File: src/rtl/cpu_pkg.sv
// cpu_pkg: shared types for the v1 8-bit datapath.
//   ACC_W       : accumulator / datapath width (the flags block only handles 8).
//   alu_op_t    : 4-bit ALU opcode; codes 14 and 15 are unassigned and act as NOP.
//   alu_state_t : ALU sequencing state (IDLE, or iterating a multiply).
package cpu_pkg;

  localparam int ACC_W = 8;

  typedef enum logic [3:0] {
    OP_NOP = 4'd0,
    OP_LD  = 4'd1,
    OP_ADD = 4'd2,
    OP_ADC = 4'd3,
    OP_SUB = 4'd4,
    OP_SBC = 4'd5,
    OP_AND = 4'd6,
    OP_OR  = 4'd7,
    OP_XOR = 4'd8,
    OP_SHL = 4'd9,
    OP_SHR = 4'd10,
    OP_RLC = 4'd11,
    OP_RRC = 4'd12,
    OP_MUL = 4'd13
  } alu_op_t;

  typedef enum logic {
    ST_IDLE = 1'b0,
    ST_MUL  = 1'b1
  } alu_state_t;

endpackage

File: src/rtl/alu_acc_if.sv
// alu_acc_if: request/result bundle between the sequencer and the ALU stage.
//   Request (master -> slave): start, op, operand, cy_in.
//   Result  (slave -> master): acc, mul_hi, busy, done, ce_cy, cy_new, ov_new.
interface alu_acc_if import cpu_pkg::*; #(parameter int W = ACC_W);

  logic         start;
  alu_op_t      op;
  logic [W-1:0] operand;
  logic         cy_in;

  logic [W-1:0] acc;
  logic [W-1:0] mul_hi;
  logic         busy;
  logic         done;
  logic         ce_cy;
  logic         cy_new;
  logic         ov_new;

  modport master (
    output start, op, operand, cy_in,
    input  acc, mul_hi, busy, done, ce_cy, cy_new, ov_new
  );

  modport slave (
    input  start, op, operand, cy_in,
    output acc, mul_hi, busy, done, ce_cy, cy_new, ov_new
  );

endinterface

File: src/rtl/alu_acc_mul_seq.sv
// mul_seq: unsigned W x W shift-add multiplier, one iteration per clock.
//   clk, rst  : clock and synchronous active-high reset.
//   start     : load mcand/mplier, clear the partial product, restart the count.
//   mcand     : multiplicand, sampled on start.
//   mplier    : multiplier, sampled on start.
//   last      : high during the final iteration cycle.
//   prod_next : product after the current cycle's iteration; holds the full
//               2W-bit result while last is high.
module mul_seq #(parameter int W = 8) (
  input  logic           clk,
  input  logic           rst,
  input  logic           start,
  input  logic [W-1:0]   mcand,
  input  logic [W-1:0]   mplier,
  output logic           last,
  output logic [2*W-1:0] prod_next
);

  localparam int CW = $clog2(W);

  logic [W-1:0]   mcand_q, mcand_d;
  logic [2*W-1:0] prod_q, prod_d;
  logic [CW-1:0]  cnt_q, cnt_d;
  logic           active_q, active_d;
  logic [W:0]     step_sum;
  logic [2*W-1:0] prod_step;

  // The multiplier sits in the low half of prod and is consumed LSB first;
  // the upper half accumulates, and the whole register shifts right each step
  // so the carry out of the add lands in the top bit.
  always_comb begin
    step_sum  = {1'b0, prod_q[2*W-1:W]} + ({1'b0, mcand_q} & {(W+1){prod_q[0]}});
    prod_step = {step_sum, prod_q[W-1:1]};

    mcand_d  = mcand_q;
    prod_d   = prod_q;
    cnt_d    = cnt_q;
    active_d = active_q;

    if (start) begin
      mcand_d  = mcand;
      prod_d   = {{W{1'b0}}, mplier};
      cnt_d    = '0;
      active_d = 1'b1;
    end else if (active_q) begin
      prod_d = prod_step;
      cnt_d  = cnt_q + CW'(1);
      if (last) begin
        active_d = 1'b0;
      end
    end
  end

  assign last      = active_q && (cnt_q == CW'(W - 1));
  assign prod_next = prod_step;

  always_ff @(posedge clk) begin
    if (rst) begin
      mcand_q  <= '0;
      prod_q   <= '0;
      cnt_q    <= '0;
      active_q <= 1'b0;
    end else begin
      mcand_q  <= mcand_d;
      prod_q   <= prod_d;
      cnt_q    <= cnt_d;
      active_q <= active_d;
    end
  end

endmodule

File: src/rtl/alu_acc.sv
// alu_acc: accumulator-holding ALU stage feeding the flags register block.
//   clk, rst : clock and synchronous active-high reset.
//   bus      : alu_acc_if.slave -- start/op/operand/cy_in in; acc, mul_hi,
//              busy, done, ce_cy, cy_new, ov_new out (all registered).
// Build option ALU_MUL_EN: when defined, OP_MUL runs an 8-iteration sequential
// multiply with busy/done handshake and mul_hi; when undefined OP_MUL is a NOP
// and busy/mul_hi stay 0.
module alu_acc import cpu_pkg::*; #(parameter int W = ACC_W) (
  input logic        clk,
  input logic        rst,
  alu_acc_if.slave   bus
);

  localparam int WE = W + 1;

  alu_state_t   state_q, state_d;
  logic [W-1:0] acc_q, acc_d;
  logic         done_q, done_d;
  logic         ce_cy_q, ce_cy_d;
  logic         cy_q, cy_d;
  logic         ov_q, ov_d;
  logic         add_cin, sub_bin;
  logic [WE-1:0] add_ext, sub_ext;

`ifdef ALU_MUL_EN
  logic [W-1:0]   mul_hi_q, mul_hi_d;
  logic           mul_start;
  logic           mul_last;
  logic [2*W-1:0] mul_prod;

  mul_seq #(.W(W)) u_mul_seq (
    .clk       (clk),
    .rst       (rst),
    .start     (mul_start),
    .mcand     (acc_q),
    .mplier    (bus.operand),
    .last      (mul_last),
    .prod_next (mul_prod)
  );
`endif

  // Add/subtract at W+1 bits so bit W is the carry (add) or the borrow
  // (subtract wraps negative when the minuend is the smaller value).
  always_comb begin
    add_cin = (bus.op == OP_ADC) && bus.cy_in;
    sub_bin = (bus.op == OP_SBC) && bus.cy_in;
    add_ext = {1'b0, acc_q} + {1'b0, bus.operand} + WE'(add_cin);
    sub_ext = {1'b0, acc_q} - {1'b0, bus.operand} - WE'(sub_bin);
  end

  // Next-state logic. Every accepted non-MUL op completes in the cycle it is
  // sampled, so done can be high while the next start is accepted. Flags
  // hold their last values whenever ce_cy is low.
  always_comb begin
    state_d = state_q;
    acc_d   = acc_q;
    done_d  = 1'b0;
    ce_cy_d = 1'b0;
    cy_d    = cy_q;
    ov_d    = ov_q;
`ifdef ALU_MUL_EN
    mul_hi_d  = mul_hi_q;
    mul_start = 1'b0;
`endif

    case (state_q)
      ST_IDLE: begin
        if (bus.start) begin
          done_d = 1'b1;
          case (bus.op)
            OP_LD:  acc_d = bus.operand;
            OP_AND: acc_d = acc_q & bus.operand;
            OP_OR:  acc_d = acc_q | bus.operand;
            OP_XOR: acc_d = acc_q ^ bus.operand;
            OP_ADD, OP_ADC: begin
              acc_d   = add_ext[W-1:0];
              cy_d    = add_ext[W];
              ov_d    = (acc_q[W-1] == bus.operand[W-1]) && (add_ext[W-1] != acc_q[W-1]);
              ce_cy_d = 1'b1;
            end
            OP_SUB, OP_SBC: begin
              acc_d   = sub_ext[W-1:0];
              cy_d    = sub_ext[W];
              ov_d    = (acc_q[W-1] != bus.operand[W-1]) && (sub_ext[W-1] != acc_q[W-1]);
              ce_cy_d = 1'b1;
            end
            OP_SHL: begin
              acc_d   = {acc_q[W-2:0], 1'b0};
              cy_d    = acc_q[W-1];
              ov_d    = acc_q[W-1] ^ acc_q[W-2];
              ce_cy_d = 1'b1;
            end
            OP_SHR: begin
              acc_d   = {1'b0, acc_q[W-1:1]};
              cy_d    = acc_q[0];
              ov_d    = 1'b0;
              ce_cy_d = 1'b1;
            end
            OP_RLC: begin
              acc_d   = {acc_q[W-2:0], bus.cy_in};
              cy_d    = acc_q[W-1];
              ov_d    = 1'b0;
              ce_cy_d = 1'b1;
            end
            OP_RRC: begin
              acc_d   = {bus.cy_in, acc_q[W-1:1]};
              cy_d    = acc_q[0];
              ov_d    = 1'b0;
              ce_cy_d = 1'b1;
            end
`ifdef ALU_MUL_EN
            OP_MUL: begin
              done_d    = 1'b0;
              mul_start = 1'b1;
              state_d   = ST_MUL;
            end
`endif
            default: acc_d = acc_q;
          endcase
        end
      end
`ifdef ALU_MUL_EN
      // acc stays put while iterating; new starts are dropped here.
      ST_MUL: begin
        if (mul_last) begin
          acc_d    = mul_prod[W-1:0];
          mul_hi_d = mul_prod[2*W-1:W];
          cy_d     = |mul_prod[2*W-1:W];
          ov_d     = |mul_prod[2*W-1:W];
          ce_cy_d  = 1'b1;
          done_d   = 1'b1;
          state_d  = ST_IDLE;
        end
      end
`endif
      default: state_d = ST_IDLE;
    endcase
  end

  // State and output registers; reset also aborts any multiply in flight.
  always_ff @(posedge clk) begin
    if (rst) begin
      state_q <= ST_IDLE;
      acc_q   <= '0;
      done_q  <= 1'b0;
      ce_cy_q <= 1'b0;
      cy_q    <= 1'b0;
      ov_q    <= 1'b0;
`ifdef ALU_MUL_EN
      mul_hi_q <= '0;
`endif
    end else begin
      state_q <= state_d;
      acc_q   <= acc_d;
      done_q  <= done_d;
      ce_cy_q <= ce_cy_d;
      cy_q    <= cy_d;
      ov_q    <= ov_d;
`ifdef ALU_MUL_EN
      mul_hi_q <= mul_hi_d;
`endif
    end
  end

  assign bus.acc    = acc_q;
  assign bus.busy   = (state_q == ST_MUL);
  assign bus.done   = done_q;
  assign bus.ce_cy  = ce_cy_q;
  assign bus.cy_new = cy_q;
  assign bus.ov_new = ov_q;
`ifdef ALU_MUL_EN
  assign bus.mul_hi = mul_hi_q;
`else
  assign bus.mul_hi = '0;
`endif

endmodule
File: src/flat_wrapper.sv
// flat-port wrapper written by rule: the top's interface ports become plain ports
module alu_acc_flat import cpu_pkg::*;
#(parameter int W = ACC_W)
  (clk, rst, bus_start, bus_op, bus_operand, bus_cy_in, bus_acc, bus_mul_hi, bus_busy, bus_done, bus_ce_cy, bus_cy_new, bus_ov_new);
  alu_acc_if #(.W(W)) bus_i ();
  input logic clk;
  input logic rst;
  input wire logic [$bits(bus_i.start)-1:0] bus_start;
  input wire logic [$bits(bus_i.op)-1:0] bus_op;
  input wire logic [$bits(bus_i.operand)-1:0] bus_operand;
  input wire logic [$bits(bus_i.cy_in)-1:0] bus_cy_in;
  output wire logic [$bits(bus_i.acc)-1:0] bus_acc;
  output wire logic [$bits(bus_i.mul_hi)-1:0] bus_mul_hi;
  output wire logic [$bits(bus_i.busy)-1:0] bus_busy;
  output wire logic [$bits(bus_i.done)-1:0] bus_done;
  output wire logic [$bits(bus_i.ce_cy)-1:0] bus_ce_cy;
  output wire logic [$bits(bus_i.cy_new)-1:0] bus_cy_new;
  output wire logic [$bits(bus_i.ov_new)-1:0] bus_ov_new;
  assign bus_i.start = bus_start;
  assign bus_i.op = bus_op;
  assign bus_i.operand = bus_operand;
  assign bus_i.cy_in = bus_cy_in;
  assign bus_acc = bus_i.acc;
  assign bus_mul_hi = bus_i.mul_hi;
  assign bus_busy = bus_i.busy;
  assign bus_done = bus_i.done;
  assign bus_ce_cy = bus_i.ce_cy;
  assign bus_cy_new = bus_i.cy_new;
  assign bus_ov_new = bus_i.ov_new;
  alu_acc #(.W(W)) u_core (.clk(clk), .rst(rst), .bus(bus_i));
endmodule
File: config.mk
export PLATFORM = sky130hd
export DESIGN_NAME = alu_acc_flat
export DESIGN_NICKNAME = d
export VERILOG_FILES = /design/src/rtl/cpu_pkg.sv /design/src/rtl/alu_acc_if.sv /design/src/rtl/alu_acc_mul_seq.sv /design/src/rtl/alu_acc.sv /design/src/flat_wrapper.sv
export SDC_FILE = /design/constraint.sdc
export NUM_CORES = 1
export LEC_CHECK = 0
export BUFFER_PORTS_ARGS = -buffer_cell sky130_fd_sc_hd__buf_4
export CAP_MARGIN = 30
export CORE_ASPECT_RATIO = 0.9
export CORE_UTILIZATION = 45
export CTS_BUF_LIST = sky130_fd_sc_hd__clkbuf_4
export DETAILED_ROUTE_END_ITERATION = 10
export PLACE_DENSITY = 0.78
export SYNTH_ARGS = -nofsm -noshare
export SYNTH_HDL_FRONTEND = slang
export SYNTH_HIERARCHICAL = 1
export SYNTH_SLANG_ARGS = --single-unit
File: constraint.sdc
create_clock -name clk -period 6.25 [get_ports clk]
set_clock_uncertainty 0.15 [all_clocks]
set_input_delay 1.5625 -clock clk [delete_from_list [all_inputs] [get_ports clk]]
set_output_delay 1.5625 -clock clk [all_outputs]
set_load 0.005 [all_outputs]
# After elaboration in Yosys (flattened, before gate mapping)
# Cells that the tools add are included.
# totals
ff_bits,12
out_inout_bits,21
# op_classes
addsub,4
n_eq_ne,16
muxes,5
bitwise,5
n_reduce_logical,17
# op_table
operator,n
case mux 8 bit (10 select lines),1
equality test 4 bit (second input constant),5
equality test 4 x 3 -> 1 bit (second input constant),4
nonzero test 10 bit,1
OR reduction 2 bit,5
adder 8 x 8 -> 9 bit,1
adder 9 x 1 -> 9 bit,1
subtractor 8 x 8 -> 9 bit,1
subtractor 9 x 1 -> 9 bit,1
AND 8 bit,1
equality test 4 x 2 -> 1 bit (second input constant),2
bitwise OR 8 bit,1
case mux 1 bit (4 select lines),2
nonzero test 4 bit,2
OR reduction 8 bit,1
XOR 8 bit,1
AND reduction 2 bit,3
equality test 4 x 1 -> 1 bit (second input constant),1
logical AND 1 bit,4
!= test 1 bit,3
OR reduction 3 bit,1
two-way mux 1 bit,2
equality test 1 bit,1
inverter 1 bit,1
XOR 1 bit,1

# Logic depth before layout (Yosys ltp)
# Gate-level depths: netlist of the first run.
# logic_depth
word_depth,6
mapped_depth,13
ltp_nobuf,12

# Least setup slack after synthesis of the first run
# OpenSTA, ideal clock, no wires.
# synth_timing
kind,input to register
start,input bus_op[2]
end,"register u_core.acc_q[6], in the netlist u_core/bus.acc[6]"
t_arrival_ns,4.070
slack_ns,1.903
path_stages,12
cell_sequence,buf_2 -> buf_1 -> nor3_1 -> nand3_1 -> fa_1 -> fa_1 -> nor2b_1 -> o31ai_1 -> a21oi_1 -> xor2_1 -> a221oi_1 -> o21ai_0
# synth_via
elab_chain_cells,4
elab_cells_between_ends,21
classes_between,add/sub: 2; eq/ne: 12; mux: 1; reduce/logical: 6
# synth_rtl
item,line,text
start: declaration,flat_wrapper.sv:9,input wire logic [$bits(bus_i.op)-1:0] bus_op;
"equality test 4 x 3 -> 1 bit, or another cell as far along","alu_acc.sv:46, alu_acc.sv:70",
"logical AND 1 bit, or another cell as far along",alu_acc.sv:46,sub_bin = (bus.op == OP_SBC) && bus.cy_in;
"subtractor 9 x 1 -> 9 bit, or another cell as far along",alu_acc.sv:48,"sub_ext = {1'b0, acc_q} - {1'b0, bus.operand} - WE'(sub_bin);"
case mux 8 bit (10 select lines) / AND reduction 2 bit (equally long branches),-,
end signal: assignment,alu_acc.sv:144,acc_q <= '0;
end signal: assignment,alu_acc.sv:154,acc_q <= acc_d;
end: declaration,alu_acc.sv:17,"logic [W-1:0] acc_q, acc_d;"
# Parallel ways exist; a longest one is shown, timed or not.
# A chain may end at the register's enable or synchronous reset.

# Worst setup path in the final report of the first run
# layout_timing
start,input bus_op[1]
end,"register u_core.acc_q[6], in the netlist u_core/bus.acc[6]"
# Same word-level chain as after synthesis.

==> results of run 1 <==
-- metrics by stage --
stage          hold WS (ns)  setup WS [ns]   util  area (um2)
6_report              0.318           1.63  0.523        2360
5_1_grt               0.344           1.51  0.523        2360
4_1_cts               0.320           1.75  0.523        2360
3_3_place_gp          0.302           1.56  0.517        2340
3_5_place_dp          0.305           1.44  0.517        2340
2_1_floorplan         0.308           1.90      -        2190
-- routing by layer --
layer | GRT usage | vias to the layer above | routed length (um) | share of wire
li1 | - | 1110 | - | -
met1 | 0.365 | 1051 | 2790 | 0.43
met2 | 0.410 | 172 | 2720 | 0.42
met3 | 0.0448 | 24 | 684 | 0.11
met4 | 0.111 | 0 | 241 | 0.037
met5 | 0 | - | 0 | 0
-- worst min path at each step --
stage                              startpoint                              to  slack [ns]  cells after the start
6_report       u_core/bus.ov_new$_SDFFE_PP0P_  u_core/bus.ov_new$_SDFFE_PP0P_        0.32                      2
5_1_grt        u_core/bus.ov_new$_SDFFE_PP0P_  u_core/bus.ov_new$_SDFFE_PP0P_        0.34                      2
4_1_cts        u_core/bus.ov_new$_SDFFE_PP0P_  u_core/bus.ov_new$_SDFFE_PP0P_        0.32                      2
3_5_place_dp   u_core/bus.ov_new$_SDFFE_PP0P_  u_core/bus.ov_new$_SDFFE_PP0P_        0.30                      2
3_3_place_gp   u_core/bus.ov_new$_SDFFE_PP0P_  u_core/bus.ov_new$_SDFFE_PP0P_        0.30                      2
2_1_floorplan  u_core/bus.ov_new$_SDFFE_PP0P_  u_core/bus.ov_new$_SDFFE_PP0P_        0.31                      2
-- critical path: cells and delay by family --
| kind | cells | cell delay (ns) |
|---|---|---|
| buffers and inverters | 2 | 0.34 |
| xor gates and xnor gates | 1 | 0.10 |
| and+or+nand+nor | 3 | 0.98 |
| adders and majority gates | 2 | 0.86 |
| AOI/OAI and AO/OA | 4 | 0.79 |
-- power groups by stage --
stage	Clock (W)	Combinational [W]	Sequential [W]
2_1_floorplan	0	0.000156	0.0000925
3_3_place_gp	0	0.000205	0.0000948
4_1_cts	0.0000579	0.000206	0.0000934
3_5_place_dp	0	0.000205	0.0000951
5_1_grt	0.0000607	0.000234	0.0000946
6_report	0.0000558	0.000213	0.0000934
-- cells in the final DEF, fill, tap and decap left out, types with 2 or more instances in the layout --
master     netlist  layout
nor3b_1          2       2
o21ai_0         33      33
clkinv_1         2       3
a221oi_1         4       4
and2_1           3       3
a311oi_1         2       2
nor2_1          28      28
o31ai_1          2       2
dfxtp_1         12      12
nor2b_1          2       2
o21a_1           6       6
nand2b_1         7       7
nand2_1         24      24
xor2_1           3       3
a31oi_1          2       2
o221ai_1         3       3
o211ai_1         3       3
or2_2            2       2
inv_1           30      30
xnor2_1          9       9
o32ai_1          2       2
nor3_1           6       6
a211oi_1         5       5
fa_1             4       4
conb_1           1       9
o22ai_1          4       4
nand3_1          2       2
a211o_1          2       2
a221o_1          2       2
buf_4            9      27
ha_1            30      30
a2bb2oi_1        2       2
clkbuf_4         0       3
o21ai_1          2       2
a21oi_1         26      26
-- area by class of cell --
| type | instances | area [um2] | share of cell area |
|---|---|---|---|
| Inverter | 32 | 120 | 0.0508 |
| Sequential cell | 12 | 240 | 0.102 |
| Timing Repair Buffer | 27 | 203 | 0.0858 |
| Multi-Input combinational cell | 247 | 1700 | 0.718 |
| Clock buffer | 3 | 22.5 | 0.00953 |
| Clock inverter | 1 | 3.75 | 0.00159 |
| Tap cell | 62 | 77.6 | 0.0328 |
-- registers in the layout (all words and copies together) (netlist names) --
register / cells
u_core/bus.ov_new: 1
u_core/bus.ce_cy: 1
u_core/bus.done: 1
u_core/bus.cy_new: 1
u_core/bus.acc: 8
-- cell families after synthesis --
family	synth area share
AO/OA/AOI/OAI	0.335
AND/OR/NAND/NOR	0.170
buffers and inverters	0.117
adder cells (fa/ha/maj)	0.211
XOR/XNOR	0.0487
flip-flops	0.111
other	0.00174
multiplexers	0.00522
==> impl_results.html, run 1 <==
<table>
<tr><th>Metric</th><th>Value</th></tr>
<tr><th colspan="2">Power</th></tr>
<tr><td>Post-route total power</td><td>0.000362 W</td></tr>
<tr><td>Share of power burned in registers</td><td>0.258</td></tr>
<tr><td>Total power density per cell area</td><td>153 mW/mm2</td></tr>
<tr><td>Share of total power in the clock network</td><td>0.154</td></tr>
<tr><td>P_int</td><td>0.000197 W</td></tr>
<tr><td>Max rail drop VDD</td><td>0.0744 mV</td></tr>
<tr><td>Share of total power in combinational logic</td><td>0.588</td></tr>
<tr><td>Sw Share</td><td>0.456</td></tr>
<tr><td>Cell leakage power</td><td>1.02 nW</td></tr>
<tr><td>Power dissipated by switching net loads</td><td>0.000165 W</td></tr>
<tr><th colspan="2">Route</th></tr>
<tr><td>Post-detailed-route via-to-cell ratio</td><td>6.14</td></tr>
<tr><td>Routed via count</td><td>2357</td></tr>
<tr><td>Routed wire per std cell</td><td>16.8 um</td></tr>
<tr><td>Count of antenna-violating nets left after detailed routing</td><td>0</td></tr>
<tr><td>DRT iter0 DRCs</td><td>383</td></tr>
<tr><td>Iteration count of the initial detailed-routing pass</td><td>5</td></tr>
<tr><td>Remaining DRCs</td><td>0</td></tr>
<tr><td>Total routed wirelength</td><td>6430 um</td></tr>
<tr><th colspan="2">Global route</th></tr>
<tr><td>Via count of the first global-routing pass</td><td>2061</td></tr>
<tr><td>Remaining global-route overflow</td><td>0</td></tr>
<tr><td>Initial antenna violation count</td><td>0</td></tr>
<tr><td>Total Routing Usage GR</td><td>0.266</td></tr>
<tr><td>First-pass GRT wire length</td><td>10100 um</td></tr>
<tr><td>Largest net degree at the start of global routing</td><td>32</td></tr>
<tr><th colspan="2">Setup path</th></tr>
<tr><td>Delay of the slowest critical-path stage</td><td>0.64 ns</td></tr>
<tr><td>Required time of the critical path</td><td>6.28 ns</td></tr>
<tr><td>Data arrival time of the critical path</td><td>4.64 ns</td></tr>
<tr><td>Kind of end point of the critical path</td><td>flop</td></tr>
<tr><td>Critical-path maximum fanout</td><td>28</td></tr>
<tr><td>Worst r2r path cells</td><td>9</td></tr>
<tr><td>Critical Setup Path Class</td><td>in -&gt; reg</td></tr>
<tr><td>Timing startpoint of the critical path</td><td>bus_op[1]</td></tr>
<tr><td>Terminus of the critical flop-to-flop path</td><td>u_core/bus.acc[6]$_SDFFE_PP0P_</td></tr>
<tr><td>Cells traversed along the worst timing path</td><td>buf_4 &gt; inv_1 &gt; nor3_1 &gt; nand3_1 &gt; fa_1 &gt; fa_1 &gt; nor2b_1 &gt; o31ai_1 &gt; a21oi_1 &gt; xor2_1 &gt; a221oi_1 &gt; o21ai_0</td></tr>
<tr><td>Slack of the worst reg-to-reg path</td><td>3.40 ns</td></tr>
<tr><td>Library cell appearing most often on the critical path</td><td>fa_1</td></tr>
<tr><td>Endpoint of the worst setup timing path</td><td>u_core/bus.acc[6]$_SDFFE_PP0P_</td></tr>
<tr><td>Startpoint of the lowest-slack register-to-register path</td><td>u_core/bus.acc[0]$_SDFFE_PP0P_</td></tr>
<tr><td>Critical-path cell with the highest stage delay</td><td>nor3_1</td></tr>
<tr><td>Critical Path Start Type</td><td>input port</td></tr>
<tr><th colspan="2">Cells and area</th></tr>
<tr><td>Post-route insts no fill</td><td>384</td></tr>
<tr><td>Total of fill cells in the finished design</td><td>454</td></tr>
<tr><td>Final-stage net count</td><td>373</td></tr>
<tr><td>Signed area change from the synthesized netlist to the final layout</td><td>9.51%</td></tr>
<tr><td># diodes</td><td>0</td></tr>
<tr><td>Fraction of layout instances using a drive strength above 1</td><td>0.115</td></tr>
<tr><th colspan="2">Clock network</th></tr>
<tr><td>CTS tree</td><td>yes</td></tr>
<tr><td>Max H-tree Level</td><td>1</td></tr>
<tr><td>Post-cts resize count</td><td>0</td></tr>
<tr><td>CTS Hold Bufs</td><td>0</td></tr>
<tr><td>Clock tree root driver cell</td><td>clkbuf_4</td></tr>
<tr><td>Post-CTS Setup Repair Bufs</td><td>0</td></tr>
<tr><td>Number of buffers between clock root and the deepest sink</td><td>2</td></tr>
<tr><td>Number of buffers inserted during clock tree synthesis</td><td>3</td></tr>
<tr><td>Clock-pin slew on the worst setup and hold paths</td><td>0.10 ns</td></tr>
<tr><td>Insertion delay of the later-clocked pin in the worst-skew pair</td><td>0.28 ns</td></tr>
<tr><td>Number of clock sinks</td><td>12</td></tr>
<tr><th colspan="2">STA</th></tr>
<tr><td>Final Hold Viols</td><td>0</td></tr>
<tr><td>Time the final worst path needs with I/O delays and setup</td><td>4.62 ns</td></tr>
<tr><td>Final Slew Violations</td><td>0</td></tr>
<tr><td>Unrepaired setup endpoints after global routing</td><td>false</td></tr>
<tr><td>Share of the cycle needed by the critical path after routing</td><td>0.738</td></tr>
<tr><td>Actual transition at the worst max-transition pin</td><td>0.750 ns</td></tr>
<tr><td>Post-Route Setup TNS</td><td>0 ns</td></tr>
<tr><td>Finish-stage setup viols</td><td>0</td></tr>
<tr><td>Tightest slew margin relative to the limit</td><td>0.496</td></tr>
<tr><td>Max Fclk</td><td>217 MHz</td></tr>
<tr><th colspan="2">Worst hold path</th></tr>
<tr><td>Worst Hold Class</td><td>reg -&gt; reg</td></tr>
<tr><th colspan="2">Synthesis</th></tr>
<tr><td>Share of synthesized flip-flops with an asynchronous set or reset</td><td>0</td></tr>
<tr><td>Cell area after technology mapping</td><td>0.00216 mm2</td></tr>
<tr><td>Share of synthesized area occupied by flip-flops and latches</td><td>0.111</td></tr>
<tr><td>Syn Inst Count</td><td>306</td></tr>
<tr><td>Most frequent cell after synthesis</td><td>o21ai_0</td></tr>
<tr><td>Commonest cells in the netlist</td><td>33 x o21ai_0, 30 x ha_1, 30 x inv_1</td></tr>
<tr><td>Synth top area cells</td><td>ha_1 17%, dfxtp_1 11%, o21ai_0 7.7%, a21oi_1 6.0%, inv_1 5.2%</td></tr>
<tr><td>Number of library cell types mapped by synthesis</td><td>54</td></tr>
<tr><td>Number of register bits inferred by synthesis</td><td>12</td></tr>
<tr><td>Dominant register cell in the synthesized netlist</td><td>dfxtp_1</td></tr>
<tr><td>Number of synthesized flops with an enable pin</td><td>0</td></tr>
<tr><td>Mean instance size in the synthesized netlist</td><td>7.05 um2</td></tr>
<tr><td>Yosys warnings</td><td>6</td></tr>
<tr><td>Yosys top cell area share</td><td>0.174</td></tr>
<tr><td>Biggest area consumer among synthesized cells</td><td>ha_1</td></tr>
<tr><th colspan="2">Status</th></tr>
<tr><td>Status</td><td>finished clean</td></tr>
<tr><th colspan="2">Placement</th></tr>
<tr><td>Count of port buffers added during placement</td><td>27</td></tr>
<tr><td>Number of placed instances, taps included</td><td>380</td></tr>
<tr><td>Final Wtd Congestion</td><td>1.03</td></tr>
<tr><td>HPWL reported at the end of detailed placement</td><td>4720 um</td></tr>
<tr><th colspan="2">Die</th></tr>
<tr><td>Total core area</td><td>0.00452 mm2</td></tr>
<tr><td>Initial Utilization</td><td>0.478</td></tr>
<tr><td>Die outline area</td><td>0.00508 mm2</td></tr>
<tr><td>Height of the die</td><td>67.7 um</td></tr>
<tr><td>Top-level port count</td><td>37</td></tr>
<tr><td>Die span in x</td><td>75 um</td></tr>
<tr><td>Row count</td><td>23</td></tr>
<tr><th colspan="2">Run</th></tr>
<tr><td>Max cap viols</td><td>0</td></tr>
</table>
No activity file was read; power rests on OpenSTA's default activity.
==> run 2, diff against run 1 <==
Settings changed: ABC_AREA set to 1.
Clock period 6.25 ns to 4.6 ns, I/O delays scaled along.
==> run 2 against run 1 <==
Net effect: clock power grew 32%; critical endpoint is now u_core/bus.ov_new$_SDFFE_PP0P_; via count grew 5.7%; largest power group unchanged; clock-buffer cell count is the same; wire length shrank 0.90%; critical path type unchanged; largest cell class unchanged; final cell count grew 26%; utilization shrank 0.27 points; sequential power grew 33%.
==> impl_results.html, run 2 <==
<table>
<tr><th>Metric</th><th>Value</th></tr>
<tr><th colspan="2">Status</th></tr>
<tr><td>Status</td><td>finished clean</td></tr>
<tr><th colspan="2">Die</th></tr>
<tr><td>Initial Utilization</td><td>0.470 (-0.00799)</td></tr>
<tr><td>Top-level port count</td><td>37 (unchanged)</td></tr>
<tr><td>Die span in x</td><td>76.9 um (+2.5%)</td></tr>
<tr><td>Row count</td><td>24 (+4.3%)</td></tr>
<tr><td>Height of the die</td><td>69.4 um (+2.5%)</td></tr>
<tr><td>Die outline area</td><td>0.00534 mm2 (+5.1%)</td></tr>
<tr><td>Total core area</td><td>0.00483 mm2 (+7.0%)</td></tr>
<tr><th colspan="2">Clock network</th></tr>
<tr><td>Number of clock sinks</td><td>12 (unchanged)</td></tr>
<tr><td>Insertion delay of the later-clocked pin in the worst-skew pair</td><td>0.28 ns (about the same)</td></tr>
<tr><td>Post-cts resize count</td><td>0 (unchanged)</td></tr>
<tr><td>Post-CTS Setup Repair Bufs</td><td>0 (unchanged)</td></tr>
<tr><td>Number of buffers between clock root and the deepest sink</td><td>2 (unchanged)</td></tr>
<tr><td>CTS tree</td><td>yes</td></tr>
<tr><td>Number of buffers inserted during clock tree synthesis</td><td>3 (unchanged)</td></tr>
<tr><td>Max H-tree Level</td><td>1 (unchanged)</td></tr>
<tr><td>Clock-pin slew on the worst setup and hold paths</td><td>0.09 ns (about the same)</td></tr>
<tr><td>CTS Hold Bufs</td><td>0 (unchanged)</td></tr>
<tr><td>Clock tree root driver cell</td><td>clkbuf_4</td></tr>
<tr><th colspan="2">Route</th></tr>
<tr><td>Remaining DRCs</td><td>0 (unchanged)</td></tr>
<tr><td>Routed wire per std cell</td><td>13.2 um (-21%)</td></tr>
<tr><td>Count of antenna-violating nets left after detailed routing</td><td>0 (unchanged)</td></tr>
<tr><td>Routed via count</td><td>2491 (+5.7%)</td></tr>
<tr><td>Total routed wirelength</td><td>6380 um (-0.90%)</td></tr>
<tr><td>Iteration count of the initial detailed-routing pass</td><td>5 (unchanged)</td></tr>
<tr><td>Post-detailed-route via-to-cell ratio</td><td>5.17 (-16%)</td></tr>
<tr><td>DRT iter0 DRCs</td><td>227 (-41%)</td></tr>
<tr><th colspan="2">Placement</th></tr>
<tr><td>Cell Area, Placed</td><td>0.00249 mm2 (+6.5%)</td></tr>
<tr><td>HPWL reported at the end of detailed placement</td><td>5030 um (+6.6%)</td></tr>
<tr><td>Count of port buffers added during placement</td><td>27 (unchanged)</td></tr>
<tr><td>Final Wtd Congestion</td><td>0.942 (-8.2%)</td></tr>
<tr><td>Post-Place Worst Slack</td><td>1.03 ns (-0.411 ns)</td></tr>
<tr><th colspan="2">Global route</th></tr>
<tr><td>Largest net degree at the start of global routing</td><td>17 (-47%)</td></tr>
<tr><td>Via count of the first global-routing pass</td><td>2185 (+6.0%)</td></tr>
<tr><td>Total Routing Usage GR</td><td>0.243 (-0.0231)</td></tr>
<tr><td>Initial antenna violation count</td><td>0 (unchanged)</td></tr>
<tr><td>First-pass GRT wire length</td><td>10400 um (+2.7%)</td></tr>
<tr><td>Remaining global-route overflow</td><td>0 (unchanged)</td></tr>
<tr><th colspan="2">Cells and area</th></tr>
<tr><td>Most frequent cells in the layout</td><td>116 x nand2_1, 69 x inv_1, 40 x nand3_1, 30 x ha_1, 28 x nor2_1</td></tr>
<tr><td>Final core utilization</td><td>0.520 (-0.00268)</td></tr>
<tr><td>Signed area change from the synthesized netlist to the final layout</td><td>10.8%</td></tr>
<tr><td>Total of fill cells in the finished design</td><td>526 (+16%)</td></tr>
<tr><td>Commonest non-fill, non-tap cell in the layout</td><td>nand2_1</td></tr>
<tr><td># diodes</td><td>0 (unchanged)</td></tr>
<tr><td>Fraction of layout instances using a drive strength above 1</td><td>0.122 (+0.00740)</td></tr>
<tr><td>Design Area, Final</td><td>0.00252 mm2 (+6.5%)</td></tr>
<tr><td>Final-stage net count</td><td>468 (+25%)</td></tr>
<tr><td>Flip-flop count of the largest register after layout</td><td>8 (unchanged)</td></tr>
<tr><th colspan="2">Power</th></tr>
<tr><td>Share of total power in combinational logic</td><td>0.579 (-0.009)</td></tr>
<tr><td>Post-route total power</td><td>0.000470 W (+30%)</td></tr>
<tr><td>Share of total power in the clock network</td><td>0.157 (+0.003)</td></tr>
<tr><td>P_int</td><td>0.000245 W (+24%)</td></tr>
<tr><td>Cell leakage power</td><td>1.41 nW (+38%)</td></tr>
<tr><td>Share of power burned in registers</td><td>0.264 (+0.006)</td></tr>
<tr><td>Max rail drop VDD</td><td>0.111 mV (+50%)</td></tr>
<tr><td>Total power density per cell area</td><td>187 mW/mm2 (+22%)</td></tr>
<tr><td>Power dissipated by switching net loads</td><td>0.000226 W (+37%)</td></tr>
<tr><td>Sw Share</td><td>0.480 (+0.0238)</td></tr>
<tr><th colspan="2">Synthesis</th></tr>
<tr><td>Most frequent cell after synthesis</td><td>nand2_1</td></tr>
<tr><td>Share of synthesized flip-flops with an asynchronous set or reset</td><td>0 (unchanged)</td></tr>
<tr><td>Post-synthesis simple-gate area fraction</td><td>0.384 (+0.214)</td></tr>
<tr><td>Number of synthesized flops with an enable pin</td><td>0 (unchanged)</td></tr>
<tr><td>Mean instance size in the synthesized netlist</td><td>5.81 um2 (-18%)</td></tr>
<tr><td>Commonest cells in the netlist</td><td>116 x nand2_1, 69 x inv_1, 40 x nand3_1</td></tr>
<tr><td>Post-Synth XOR/XNOR Area</td><td>0.00386 (-0.0448)</td></tr>
<tr><td>Share of synthesized area occupied by flip-flops and latches</td><td>0.106 (-0.00552)</td></tr>
<tr><td>Dominant register cell in the synthesized netlist</td><td>dfxtp_1</td></tr>
<tr><td>Synthesized-area fraction occupied by ao, oa, aoi and oai cells</td><td>0.137 (-0.198)</td></tr>
<tr><td>Arithmetic-cell share of the synthesized area counting full adders, half adders and majority gates</td><td>0.201 (-0.0105)</td></tr>
<tr><td>Combinational family with the most area after synthesis</td><td>simple AND/OR/NAND/NOR gates</td></tr>
<tr><td>Yosys top cell area share</td><td>0.192 (+0.0178)</td></tr>
<tr><td>Number of library cell types mapped by synthesis</td><td>33 (-39%)</td></tr>
<tr><td>Biggest area consumer among synthesized cells</td><td>nand2_1</td></tr>
<tr><td>Number of register bits inferred by synthesis</td><td>12 (unchanged)</td></tr>
<tr><td>Yosys warnings</td><td>6 (unchanged)</td></tr>
<tr><td>Syn Inst Count</td><td>391 (+28%)</td></tr>
<tr><td>Synth top area cells</td><td>nand2_1 19%, ha_1 17%, inv_1 11%, dfxtp_1 11%, nand3_1 8.8%</td></tr>
<tr><td>Multiplexer share of the synthesized area</td><td>0 (-0.00522)</td></tr>
<tr><td>Cell area after technology mapping</td><td>0.00227 mm2 (+5.2%)</td></tr>
<tr><th colspan="2">STA</th></tr>
<tr><td>Tightest slew margin relative to the limit</td><td>0.657 (+0.161)</td></tr>
<tr><td>Unrepaired setup endpoints after global routing</td><td>false</td></tr>
<tr><td>Time the final worst path needs with I/O delays and setup</td><td>3.29 ns</td></tr>
<tr><td>Max Fclk</td><td>304 MHz</td></tr>
<tr><td>Post-Route Setup TNS</td><td>0 ns (unchanged)</td></tr>
<tr><td>Finish-stage setup viols</td><td>0 (unchanged)</td></tr>
<tr><td>Share of the cycle needed by the critical path after routing</td><td>0.716</td></tr>
<tr><td>Final Slew Violations</td><td>0 (unchanged)</td></tr>
<tr><td>Final Hold Viols</td><td>0 (unchanged)</td></tr>
<tr><td>Actual transition at the worst max-transition pin</td><td>0.513 ns (-0.237 ns)</td></tr>
<tr><td>Setup slack of the critical path after layout</td><td>1.31 ns (-0.326 ns)</td></tr>
<tr><th colspan="2">Setup path</th></tr>
<tr><td>Worst r2r path cells</td><td>13 (+4)</td></tr>
<tr><td>Critical Path Start Type</td><td>input port</td></tr>
<tr><td>Critical Setup Path Class</td><td>in -&gt; reg</td></tr>
<tr><td>Kind of end point of the critical path</td><td>flop</td></tr>
<tr><td>Critical-path maximum fanout</td><td>5 (-82%)</td></tr>
<tr><td>Data arrival time of the critical path</td><td>3.33 ns (-1.31 ns)</td></tr>
<tr><td>Required time of the critical path</td><td>4.64 ns (-1.64 ns)</td></tr>
<tr><th colspan="2">Worst hold path</th></tr>
<tr><td>Worst Hold Class</td><td>reg -&gt; reg</td></tr>
<tr><td>Hold Crit Depth</td><td>2 (unchanged)</td></tr>
<tr><th colspan="2">Run</th></tr>
<tr><td>Max cap viols</td><td>0 (unchanged)</td></tr>
</table>
run 2: changes by cell type in the layout (fill, tap and decap cells not counted), moves of 8 or more:
cell / change
nand2_1: +92
inv_1: +39
nand3_1: +38
o21ai_0: -25
xnor2_1: -8
run 2: through the flow:
stage / hold slack, ns / std cells
2_1_floorplan: 0.349 / 399
3_3_place_gp: 0.357 / 478
3_5_place_dp: 0.359 / 478
4_1_cts: 0.374 / 482
5_1_grt: 0.406 / 482
6_report: 0.375 / 482
run 2: layer usage:
| layer | wire length [um] | global-route usage | vias to the layer above |
|---|---|---|---|
| li1 | - | - | 1266 |
| met1 | 2900 | 0.345 | 1101 |
| met2 | 2870 | 0.393 | 120 |
| met3 | 569 | 0.0395 | 4 |
| met4 | 36 | 0.0363 | 0 |
| met5 | 0 | 0 | - |
run 2: final cells by class:
type | count | area (um2) | share of cell area
multi-input cells | 298 | 1680 | 0.668
inverters | 76 | 285 | 0.113
flip-flops and latches | 12 | 240 | 0.0955
repair buffers | 27 | 203 | 0.0806
well taps | 65 | 81.3 | 0.0323
clock buffers | 3 | 22.5 | 0.00895
clock inverters | 1 | 3.75 | 0.00149
run 2: cells by family after synthesis:
group           Yosys count
other cells               1
buf+inv                  89
xor+xnor                  1
simple gates            204
fa+ha+maj                34
compound gates           50
flops                    12
run 2: final timing paths:
check	startpoint	endpoint	slack, ns
setup / recovery	bus_op[3]	u_core/bus.ov_new$_SDFFE_PP0P_	1.31
hold / removal	u_core/bus.acc[3]$_SDFFE_PP0P_	u_core/bus.acc[3]$_SDFFE_PP0P_	0.37
setup reg to reg	u_core/bus.acc[6]$_SDFFE_PP0P_	u_core/bus.ov_new$_SDFFE_PP0P_	2.01
hold reg to reg	u_core/bus.acc[3]$_SDFFE_PP0P_	u_core/bus.acc[3]$_SDFFE_PP0P_	0.37
run 2: power by group through the flow:
| stage | registers [W] | clock network (W) | logic [W] |
|---|---|---|---|
| 4_1_cts | 0.000124 | 0.0000753 | 0.000268 |
| 6_report | 0.000124 | 0.0000737 | 0.000272 |
| 3_5_place_dp | 0.000127 | 0 | 0.000266 |
| 2_1_floorplan | 0.000124 | 0 | 0.000199 |
| 3_3_place_gp | 0.000126 | 0 | 0.000263 |
| 5_1_grt | 0.000126 | 0.0000776 | 0.000306 |
run 2: critical path, cell delays in order:
cell	delay (ns)
buf_4	0.13
inv_2	0.06
nand2_1	0.10
inv_1	0.09
nand3_1	0.08
fa_1	0.52
inv_1	0.05
ha_1	0.16
o21ai_0	0.25
nand2_1	0.13
nand2_1	0.12
nand3_1	0.11
nand2_1	0.10
nand2_1	0.05
nand3_1	0.06
nand3_1	0.06
nand2_1	0.06
inv_1	0.03
